## src/rtl/gpu_dot_scheduler.sv

```systemverilog
// Round-robin job scheduler that shares one gpu_top pipeline among NUM_REQ requesters.
// Each job issues one gpu_top start per element and accumulates the results into a dot product.
module gpu_dot_scheduler #(
    parameter int NUM_REQ = 2,
    parameter int ACC_W   = 32,
    parameter int TIMEOUT = 64
) (
    input  logic                 clk,
    input  logic                 rst_n,
    input  logic [NUM_REQ-1:0]   req,
    input  logic [4*NUM_REQ-1:0] base_addr,
    input  logic [5*NUM_REQ-1:0] len,
    input  logic [8*NUM_REQ-1:0] act_data,
    output logic [NUM_REQ-1:0]   grant,
    output logic [3:0]           act_idx,
    output logic [NUM_REQ-1:0]   done,
    output logic [ACC_W-1:0]     job_result,
    output logic [4:0]           zero_count,
    output logic                 job_err,
    output logic                 acc_ovf,
    output logic                 gpu_start,
    output logic [3:0]           gpu_weight_addr,
    output logic [7:0]           gpu_activation,
    input  logic [63:0]          gpu_result,
    input  logic                 gpu_valid,
    input  logic                 gpu_zero_skipped
);

    localparam int IDX_W = (NUM_REQ > 2) ? 2 : 1;
    localparam int TMO_W = $clog2(TIMEOUT + 1);

    typedef enum logic [1:0] {IDLE, ISSUE, WAIT, RESP} state_t;

    state_t             state_q, state_d;
    logic [IDX_W-1:0]   rr_ptr_q, rr_ptr_d;
    logic [NUM_REQ-1:0] grant_q, grant_d;
    logic [3:0]         base_q, base_d;
    logic [4:0]         len_q, len_d;
    logic [3:0]         act_idx_q, act_idx_d;
    logic [ACC_W-1:0]   acc_q, acc_d;
    logic               ovf_q, ovf_d;
    logic               err_q, err_d;
    logic [4:0]         zero_cnt_q, zero_cnt_d;
    logic [TMO_W-1:0]   tmo_q, tmo_d;
    logic [3:0]         waddr_q, waddr_d;

    logic               found;
    logic [IDX_W-1:0]   pick;
    logic [IDX_W-1:0]   probe;
    logic [3:0]         cap_base;
    logic [4:0]         cap_len;
    logic [ACC_W:0]     sum;
    logic               last_elem;
    logic               is_resp;

    // First pending requester at or after rr_ptr, wrapping.
    always_comb begin
        found = 1'b0;
        pick  = '0;
        probe = '0;
        for (int k = 0; k < NUM_REQ; k++) begin
            probe = IDX_W'((int'(rr_ptr_q) + k) % NUM_REQ);
            if (!found && req[probe]) begin
                found = 1'b1;
                pick  = probe;
            end
        end
    end

    always_comb begin
        cap_base = '0;
        cap_len  = '0;
        for (int i = 0; i < NUM_REQ; i++) begin
            if (pick == IDX_W'(i)) begin
                cap_base = base_addr[4*i +: 4];
                cap_len  = len[5*i +: 5];
            end
        end
    end

    always_comb begin
        gpu_activation = '0;
        for (int i = 0; i < NUM_REQ; i++) begin
            if (grant_q[i]) gpu_activation = act_data[8*i +: 8];
        end
    end

    assign sum       = {1'b0, acc_q} + {1'b0, gpu_result[ACC_W-1:0]};
    assign last_elem = ({1'b0, act_idx_q} == (len_q - 5'd1));

    // NOTE: every *_d defaults to its current value first, so no path leaves it unassigned and no latch is inferred.
    always_comb begin
        state_d    = state_q;
        rr_ptr_d   = rr_ptr_q;
        grant_d    = grant_q;
        base_d     = base_q;
        len_d      = len_q;
        act_idx_d  = act_idx_q;
        acc_d      = acc_q;
        ovf_d      = ovf_q;
        err_d      = err_q;
        zero_cnt_d = zero_cnt_q;
        tmo_d      = tmo_q;
        waddr_d    = waddr_q;
        unique case (state_q)
            // IDLE spends one cycle capturing the job (grant rises) and dispatches on the next.
            IDLE: begin
                if (grant_q == '0) begin
                    if (found) begin
                        grant_d    = NUM_REQ'(1) << pick;
                        base_d     = cap_base;
                        len_d      = cap_len;
                        act_idx_d  = '0;
                        acc_d      = '0;
                        ovf_d      = 1'b0;
                        err_d      = 1'b0;
                        zero_cnt_d = '0;
                        rr_ptr_d   = (pick == IDX_W'(NUM_REQ - 1)) ? '0 : pick + 1'b1;
                    end
                end else begin
                    state_d = (len_q == 5'd0) ? RESP : ISSUE;
                    waddr_d = base_q + act_idx_q;
                end
            end
            ISSUE: begin
                tmo_d   = '0;
                state_d = WAIT;
            end
            WAIT: begin
                if (gpu_valid) begin
                    acc_d      = sum[ACC_W-1:0];
                    ovf_d      = ovf_q | sum[ACC_W];
                    zero_cnt_d = zero_cnt_q + {4'd0, gpu_zero_skipped};
                    if (last_elem) begin
                        state_d = RESP;
                    end else begin
                        act_idx_d = act_idx_q + 4'd1;
                        waddr_d   = base_q + act_idx_d;
                        state_d   = ISSUE;
                    end
                end else if (tmo_q == TMO_W'(TIMEOUT - 1)) begin
                    err_d   = 1'b1;
                    state_d = RESP;
                end else begin
                    tmo_d = tmo_q + 1'b1;
                end
            end
            RESP: begin
                grant_d = '0;
                state_d = IDLE;
            end
            default: state_d = IDLE;
        endcase
    end

    // NOTE: non-blocking assignments so every flop samples the pre-edge values of all others.
    always_ff @(posedge clk or negedge rst_n) begin
        if (!rst_n) begin
            state_q    <= IDLE;
            rr_ptr_q   <= '0;
            grant_q    <= '0;
            base_q     <= '0;
            len_q      <= '0;
            act_idx_q  <= '0;
            acc_q      <= '0;
            ovf_q      <= 1'b0;
            err_q      <= 1'b0;
            zero_cnt_q <= '0;
            tmo_q      <= '0;
            waddr_q    <= '0;
        end else begin
            state_q    <= state_d;
            rr_ptr_q   <= rr_ptr_d;
            grant_q    <= grant_d;
            base_q     <= base_d;
            len_q      <= len_d;
            act_idx_q  <= act_idx_d;
            acc_q      <= acc_d;
            ovf_q      <= ovf_d;
            err_q      <= err_d;
            zero_cnt_q <= zero_cnt_d;
            tmo_q      <= tmo_d;
            waddr_q    <= waddr_d;
        end
    end

    assign is_resp         = (state_q == RESP);
    assign grant           = grant_q;
    assign act_idx         = act_idx_q;
    assign gpu_start       = (state_q == ISSUE);
    assign gpu_weight_addr = waddr_q;
    assign done            = is_resp ? grant_q : '0;
    assign job_result      = is_resp ? acc_q : '0;
    assign zero_count      = is_resp ? zero_cnt_q : '0;
    assign job_err         = is_resp & err_q;
    assign acc_ovf         = is_resp & ovf_q;

    // Result bits above ACC_W are intentionally dropped.
    if (ACC_W < 64) begin : g_unused
        logic unused_hi;
        assign unused_hi = ^gpu_result[63:ACC_W];
    end

endmodule

```

## config.mk

```make
export PLATFORM = sky130hd
export DESIGN_NAME = gpu_dot_scheduler
export DESIGN_NICKNAME = d
export VERILOG_FILES = /design/src/rtl/gpu_dot_scheduler.sv
export SDC_FILE = /design/constraint.sdc
export NUM_CORES = 1
export LEC_CHECK = 0
export ABC_AREA = 1
export CAP_MARGIN = 20
export CORE_MARGIN = 2
export CORE_UTILIZATION = 35
export DETAILED_ROUTE_END_ITERATION = 10
export PLACE_DENSITY_LB_ADDON = 0.15
export SYNTH_ARGS = -nofsm -noshare
export SYNTH_HDL_FRONTEND = slang
export SYNTH_SLANG_ARGS = --single-unit
```

## constraint.sdc

```tcl
create_clock -name clk -period 3.1 [get_ports clk]
set_clock_uncertainty 0.05 [all_clocks]
set_input_delay 0.775 -clock clk [delete_from_list [all_inputs] [get_ports clk]]
set_output_delay 0.775 -clock clk [all_outputs]
set_load 0.1 [all_outputs]
```

==> metrics, run 1 <==
HP Class=in2async; worst skew pair latency=0.34 ns; FFs w/ async S/R, synth=100%; wire length per cell=12.8 um; period utilization=approximately 90%; Slew @ Worst Pin=between 0.7 and 0.8 ns; die area=18300 um2; Area Overhead vs Synth=39.0%; largest net degree at the start of global routing=41; Worst Setup Start Kind=register; Initial DRC Count=between 300 and 400; TritonCTS Sinks=~70; crit path max fanout=28; GR Util met1=25.6%; met3 Usage GRT=6.21%; global routing usage on met2=approximately 34%; CP max-delay cell=dfrtp_1; gpl congestion=0.910; total power draw=7030 uW; DR vias=6335; biggest cell delay along the critical path=roughly 0.48 ns; Netlist Area Pre-Place=6050 um2; Synth area leader=dfrtp_1; outcome=finished, final reports clean; peak supply drop=0.563 mV; post-route ant nets=0; flop and latch count out of synthesis=68; EDFF count, synth=0; IO Port Bufs=131; FILL cells=1788; most used routing layer=met2; leakage=about 0.0044 uW; initial antenna violation count=0; Crit. End Element=output port; Die X=between 100 and 150 um; Max Root-Sink Buffers=2; combinational share of power=63.6%; post-route cell area=roughly 8400 um2; Final setup viols=0; Core ar.=17100 um2; Reg clk slew, reported paths=approximately 0.07 ns; DR pass1 iterations=5; n_diodes=0; share of cells above drive strength 1=9.27%; Post-CTS Hold Fix Bufs=0; most common cell after layout, fill and taps aside=nand2_1; Synth top area share=28.1%; Setup Buffers After CTS=0; grt ovf=0; Synth Instances=around 1000; Arrival @ worst endpoint=slightly below 2 ns; DR DRC count=0; All-Layer GR Usage=20.2%; Vias/cell=4.63; post-synthesis sequential area ratio=28.1%; Syn Area/Cell=around 6.0 um2; ranking of synthesized cells by area=dfrtp_1, nand2_1, inv_1; final hold violation count=0; vias in the first global route=~6200; syn_nets=1153; first-pass GRT wire length=29700 um; placed inst area=approximately 8000 um2; switching share of power=53.8%; Psw=between 3000 and 4000 uW; CTS tree=done; sequential cell fraction of total power=20.8%; H-tree depth=3; most frequent cells in the layout=nand2_1, inv_1, nor2_1; Critical Path, Cell by Cell=nand2_2 > buf_4 > nor2_1 > buf_12; Achievable Freq=between 300 and 400 MHz; P per Cell Area=836 nW/um2; Num CTS Buffers=9; P_int=3250 uW; Hold WS=around 0.43 ns; Max Slew Vio Count=0; synth unique cells=40; Syn. warnings=0; Setup Crit Path Kind=reg2out; Clk pwr share=15.6%; Initial Util=35.3%; I/O Pins=approximately 160; CTS Root Cell=clkbuf_16; worst relative slew slack=52.2%; # resized after CTS=0; MaxCap Viol Count=0; floorplan row count=48; dominant synthesized flop cell=dfrtp_1; post-route minimum period=around 2.8 ns; routed wire length=17600 um; pre-CTS WS=approximately 0.053 ns; RSZ-0062 raised after global routing=false; fin nets=1286; Final HPWL DP=about 14000 um; setup TNS=0 ns; worst endpoint required time=~2.3 ns; Die Ht=135 um; setup ws final=0.349 ns
==> cell type report <==
cell class	instances	area (um2)	share of cell area (%)
clock buffer	9	225	2.68
clock inverter	7	81.3	0.967
inverter	201	759	9.03
multi-input combinational	720	3520	41.8
sequential	68	1700	20.2
tap	225	282	3.35
timing repair buffer	139	1840	21.9
==> layer usage <==
metal | part of all wire (%) | wire length, um
met1 | 46 | 8010
met2 | 45 | 7950
met3 | 7.5 | 1320
met4 | 1.5 | 272
met5 | 0 | 0
==> worst max-delay path: cells and delay by family (launching register included) <==
family	cells	cell delay (ns)
and+or+nand+nor	2	0.54
DFF	1	0.48
buffers and inverters	2	0.54
==> through the flow <==
stage / util, % / cells
after floorplan: - / 1006
after global placement: 47.3 / 1353
after detailed placement: 47.3 / 1353
after CTS: 49.1 / 1369
after global routing: 49.1 / 1369
final: 49.1 / 1369
==> state kept, by name (all words and copies together), names as in the netlist <==
name,cells
zero_cnt_q,5
len_q,5
gpu_weight_addr,4
base_q,4
rr_ptr_q,1
grant,2
act_idx,4
state_q,2
tmo_q,7
acc_q,32
err_q,1
ovf_q,1
==> synth_stat cells (3+ instances only) <==
| library cell | n |
|---|---|
| or2_2 | 6 |
| clkbuf_1 | 9 |
| o21ai_0 | 45 |
| inv_1 | 196 |
| nand4_1 | 6 |
| a31oi_1 | 9 |
| buf_2 | 6 |
| nand2_1 | 355 |
| xor2_1 | 4 |
| and2_1 | 3 |
| nor2_1 | 107 |
| o22ai_1 | 5 |
| xnor2_1 | 3 |
| a211oi_1 | 4 |
| ha_1 | 41 |
| a21oi_1 | 38 |
| inv_2 | 3 |
| nor3_1 | 8 |
| dfrtp_1 | 68 |
| nor2_4 | 3 |
| o21bai_1 | 3 |
| nand3_1 | 62 |
==> cells by family after synthesis <==
| logic type | count (synthesis) | share of synthesized area [%] |
|---|---|---|
| and+or+nand+nor | 558 | 37.6 |
| buffers and inverters | 218 | 13.8 |
| AOI/OAI and AO/OA | 112 | 10.3 |
| DFF | 68 | 28.1 |
| adders and majority gates | 43 | 9.15 |
| xor gates and xnor gates | 7 | 1.01 |
==> power by group through the flow <==
stage | logic [uW] | clock network, uW | registers, uW
4_1_cts | 4510 | 1120 | 1470
3_3_place_gp | 4450 | 0 | 1470
6_report | 4470 | 1090 | 1460
5_1_grt | 5000 | 1150 | 1520
3_5_place_dp | 4490 | 0 | 1480
2_1_floorplan | 2940 | 0 | 1720
==> path summary, 6_finish.rpt <==
kind	start	end	slack, ns	depth (start not counted)
max	state_q[0]	zero_count[2]	0.35	4
min	rst_n	acc_q[17]	0.43	1
max reg2reg	state_q[1]	gpu_weight_addr[3]	0.61	12
min reg2reg	gpu_weight_addr[1]	gpu_weight_addr[1]	0.44	2
max in group asynchronous	rst_n	acc_q[20]	1.89	2
min in group clk	gpu_weight_addr[1]	gpu_weight_addr[1]	0.44	2
(Power assumes the default switching activity.)
==> run 2: changes to the inputs <==
SLEW_MARGIN = 5   (was default)
==> results of run 2 <==
Same layout as run 1: the final DEF is identical, and so are final timing and power.
==> run 3: changes to the inputs <==
ABC_CLOCK_PERIOD_IN_PS = 2500   (was default)
CELL_PAD_IN_SITES_DETAIL_PLACEMENT = 0   (was default)
CELL_PAD_IN_SITES_GLOBAL_PLACEMENT = 1   (was default)
CORE_UTILIZATION = 30   (was 35)
clock period = 2.5 ns   (was 3.1 ns; I/O delays follow)
==> metrics, run 3 (synthesis results as in run 1) <==
biggest cell delay along the critical path=0.48 ns (about the same); Crit. End Element=register; total power draw=9490 uW (+35%); Final HPWL DP=15500 um (+9.9%); post-route minimum period=roughly 2.4 ns; Die X=146 um (+7.8%); r2r worst-path depth=12 (unchanged); Max Slew Vio Count=0 (unchanged); routed wire length=18900 um (+7.6%); n_diodes=0 (unchanged); combinational share of power=66.3% (+2.7 points); most frequent cells in the layout=nand2_1, inv_1, buf_4; worst reg2reg setup slack=0.28 ns (-0.33 ns); P_int=4580 uW (+41%); Worst Setup Start Kind=input pin; Achievable Freq=422 MHz; I/O Pins=164 (unchanged); FILL cells=2108 (+18%); DR vias=6559 (+3.5%); pre-CTS WS=-0.377 ns (-0.430 ns); H-tree depth=3 (unchanged); vias in the first global route=6521 (+4.4%); reg2reg start=state_q[1]; TritonCTS Sinks=68 (unchanged); leakage=0.00482 uW (+8.4%); Die Ht=146 um (+7.8%); Clk pwr share=14.5% (-1.1 points); Max Root-Sink Buffers=2 (unchanged); final hold violation count=0 (unchanged); first-pass GRT wire length=31700 um (+6.4%); crit path max fanout=7 (-75%); share of cells above drive strength 1=18.2% (+9.0 points); worst relative slew slack=68.2% (+16 points); most common cell after layout, fill and taps aside=nand2_1; Initial Util=30.9% (-4.5 points); Vias/cell=4.42 (-4.4%); sequential cell fraction of total power=19.3% (-1.5 points); Setup Crit Path Kind=in2reg; gpl congestion=0.894 (-1.7%); Reg clk slew, reported paths=0.06 ns (about the same); max reg flops=32 (unchanged); Core ar.=19600 um2 (+14%); top flop regs=acc_q: 32 flops, tmo_q: 7 flops; Most flops, register=acc_q; wire length per cell=12.7 um (-0.68%); HP Class=in2async; setup ws final=0.128 ns (-0.220 ns); CP max-delay cell=clkdlybuf4s50_1; Slew @ Worst Pin=0.477 ns (-0.239 ns); grt ovf=0 (unchanged); DR DRC count=0 (unchanged); IO Port Bufs=131 (unchanged); largest net degree at the start of global routing=33 (-20%); outcome=finished, final reports clean; Area Overhead vs Synth=51.1%; fin nets=1360 (+5.8%); period utilization=94.9%; All-Layer GR Usage=18.3% (-2.0 points); P per Cell Area=1040 nW/um2 (+24%); final std cells w/o fill=1483 (+8.3%); Critical Path, Cell by Cell=clkdlybuf4s50_1 > ha_2 > or2_2 > nand3_1 > nand2_1 > nand2_1 > nand2_2 > or2_2 > nand3_1 > o21ai_1; placed cells=1464 (+8.2%); Final setup viols=0 (unchanged); RR Endpoint=gpu_weight_addr[3]; die area=21300 um2 (+16%); floorplan row count=51 (+6.3%); worst skew pair latency=0.34 ns (about the same); post-route ant nets=0 (unchanged); CTS tree=done; switching share of power=51.7% (-2.1 points); Arrival @ worst endpoint=2.56 ns (+0.63 ns); peak supply drop=0.637 mV (+13%); Post-CTS Hold Fix Bufs=0 (unchanged); Initial DRC Count=289 (-16%); DR pass1 iterations=7 (+2); worst endpoint required time=2.69 ns (+0.42 ns); MaxCap Viol Count=0 (unchanged); Psw=4910 uW (+30%); Num CTS Buffers=9 (unchanged); initial antenna violation count=0 (unchanged); CTS Root Cell=clkbuf_16
==> run 3: critical path: cells and delay by family <==
family          cells  cell delay (ns)
simple gates        7             1.07
buf+inv             1             0.48
compound gates      1             0.06
fa+ha+maj           1             0.32
==> run 3: worst max-delay path by stage <==
stage                              start         to  slack (ns)  cells past startpoint
final                      gpu_result[2]  acc_q[13]        0.13                     10
after global routing      gpu_result[11]  acc_q[14]       -0.01                     12
after CTS                  gpu_result[0]  acc_q[24]       0.002                     16
after detailed placement   gpu_result[0]  acc_q[28]       -0.38                     15
after global placement     gpu_result[0]  acc_q[28]       -0.35                     15
after floorplan                 grant[0]    done[0]       -0.28                      3
==> run 3: layout make-up <==
class / count / area [um2] / area share, %
tap: 265 / 332 / 3.63
multi-input combinational: 720 / 3630 / 39.7
clock inverter: 6 / 72.6 / 0.794
timing repair buffer: 213 / 2400 / 26.3
sequential: 68 / 1710 / 18.7
clock buffer: 10 / 239 / 2.62
inverter: 201 / 759 / 8.31
==> run 3: what timing repair did <==
action                                  CTS  global route
gates resized for setup                   1            13
pin swaps                                 0             2
buffers inserted                          0             3
endpoints found under the setup margin    1            14
==> run 3: per-layer routing <==
metal	track usage, %	up-vias	share of wire (%)
li1	-	3510	-
met1	23.1	2888	46
met2	31.3	149	47
met3	4.86	12	6.3
met4	4.13	0	1.1
met5	0	-	0
==> run 3: power by group through the flow <==
stage | sequential [uW] | clock [uW] | combinational, uW
6_report | 1830 | 1370 | 6290
3_5_place_dp | 1850 | 0 | 6270
2_1_floorplan | 2140 | 0 | 3710
5_1_grt | 1880 | 1450 | 6950
3_3_place_gp | 1840 | 0 | 6240
4_1_cts | 1830 | 1410 | 6300
==> run 3: per-stage QoR <==
| step | area, um2 | utilization [%] | setup TNS (ns) | hold slack (ns) |
|---|---|---|---|---|
| after floorplan | 6130 | - | -6.21 | 0.279 |
| after global placement | 8760 | 44.7 | -6.22 | 0.423 |
| after global routing | 9140 | 46.6 | -0.0105 | 0.216 |
| final | 9140 | 46.6 | 0 | 0.171 |
| after CTS | 9080 | 46.3 | 0 | 0.202 |
| after detailed placement | 8760 | 44.7 | -6.25 | 0.430 |
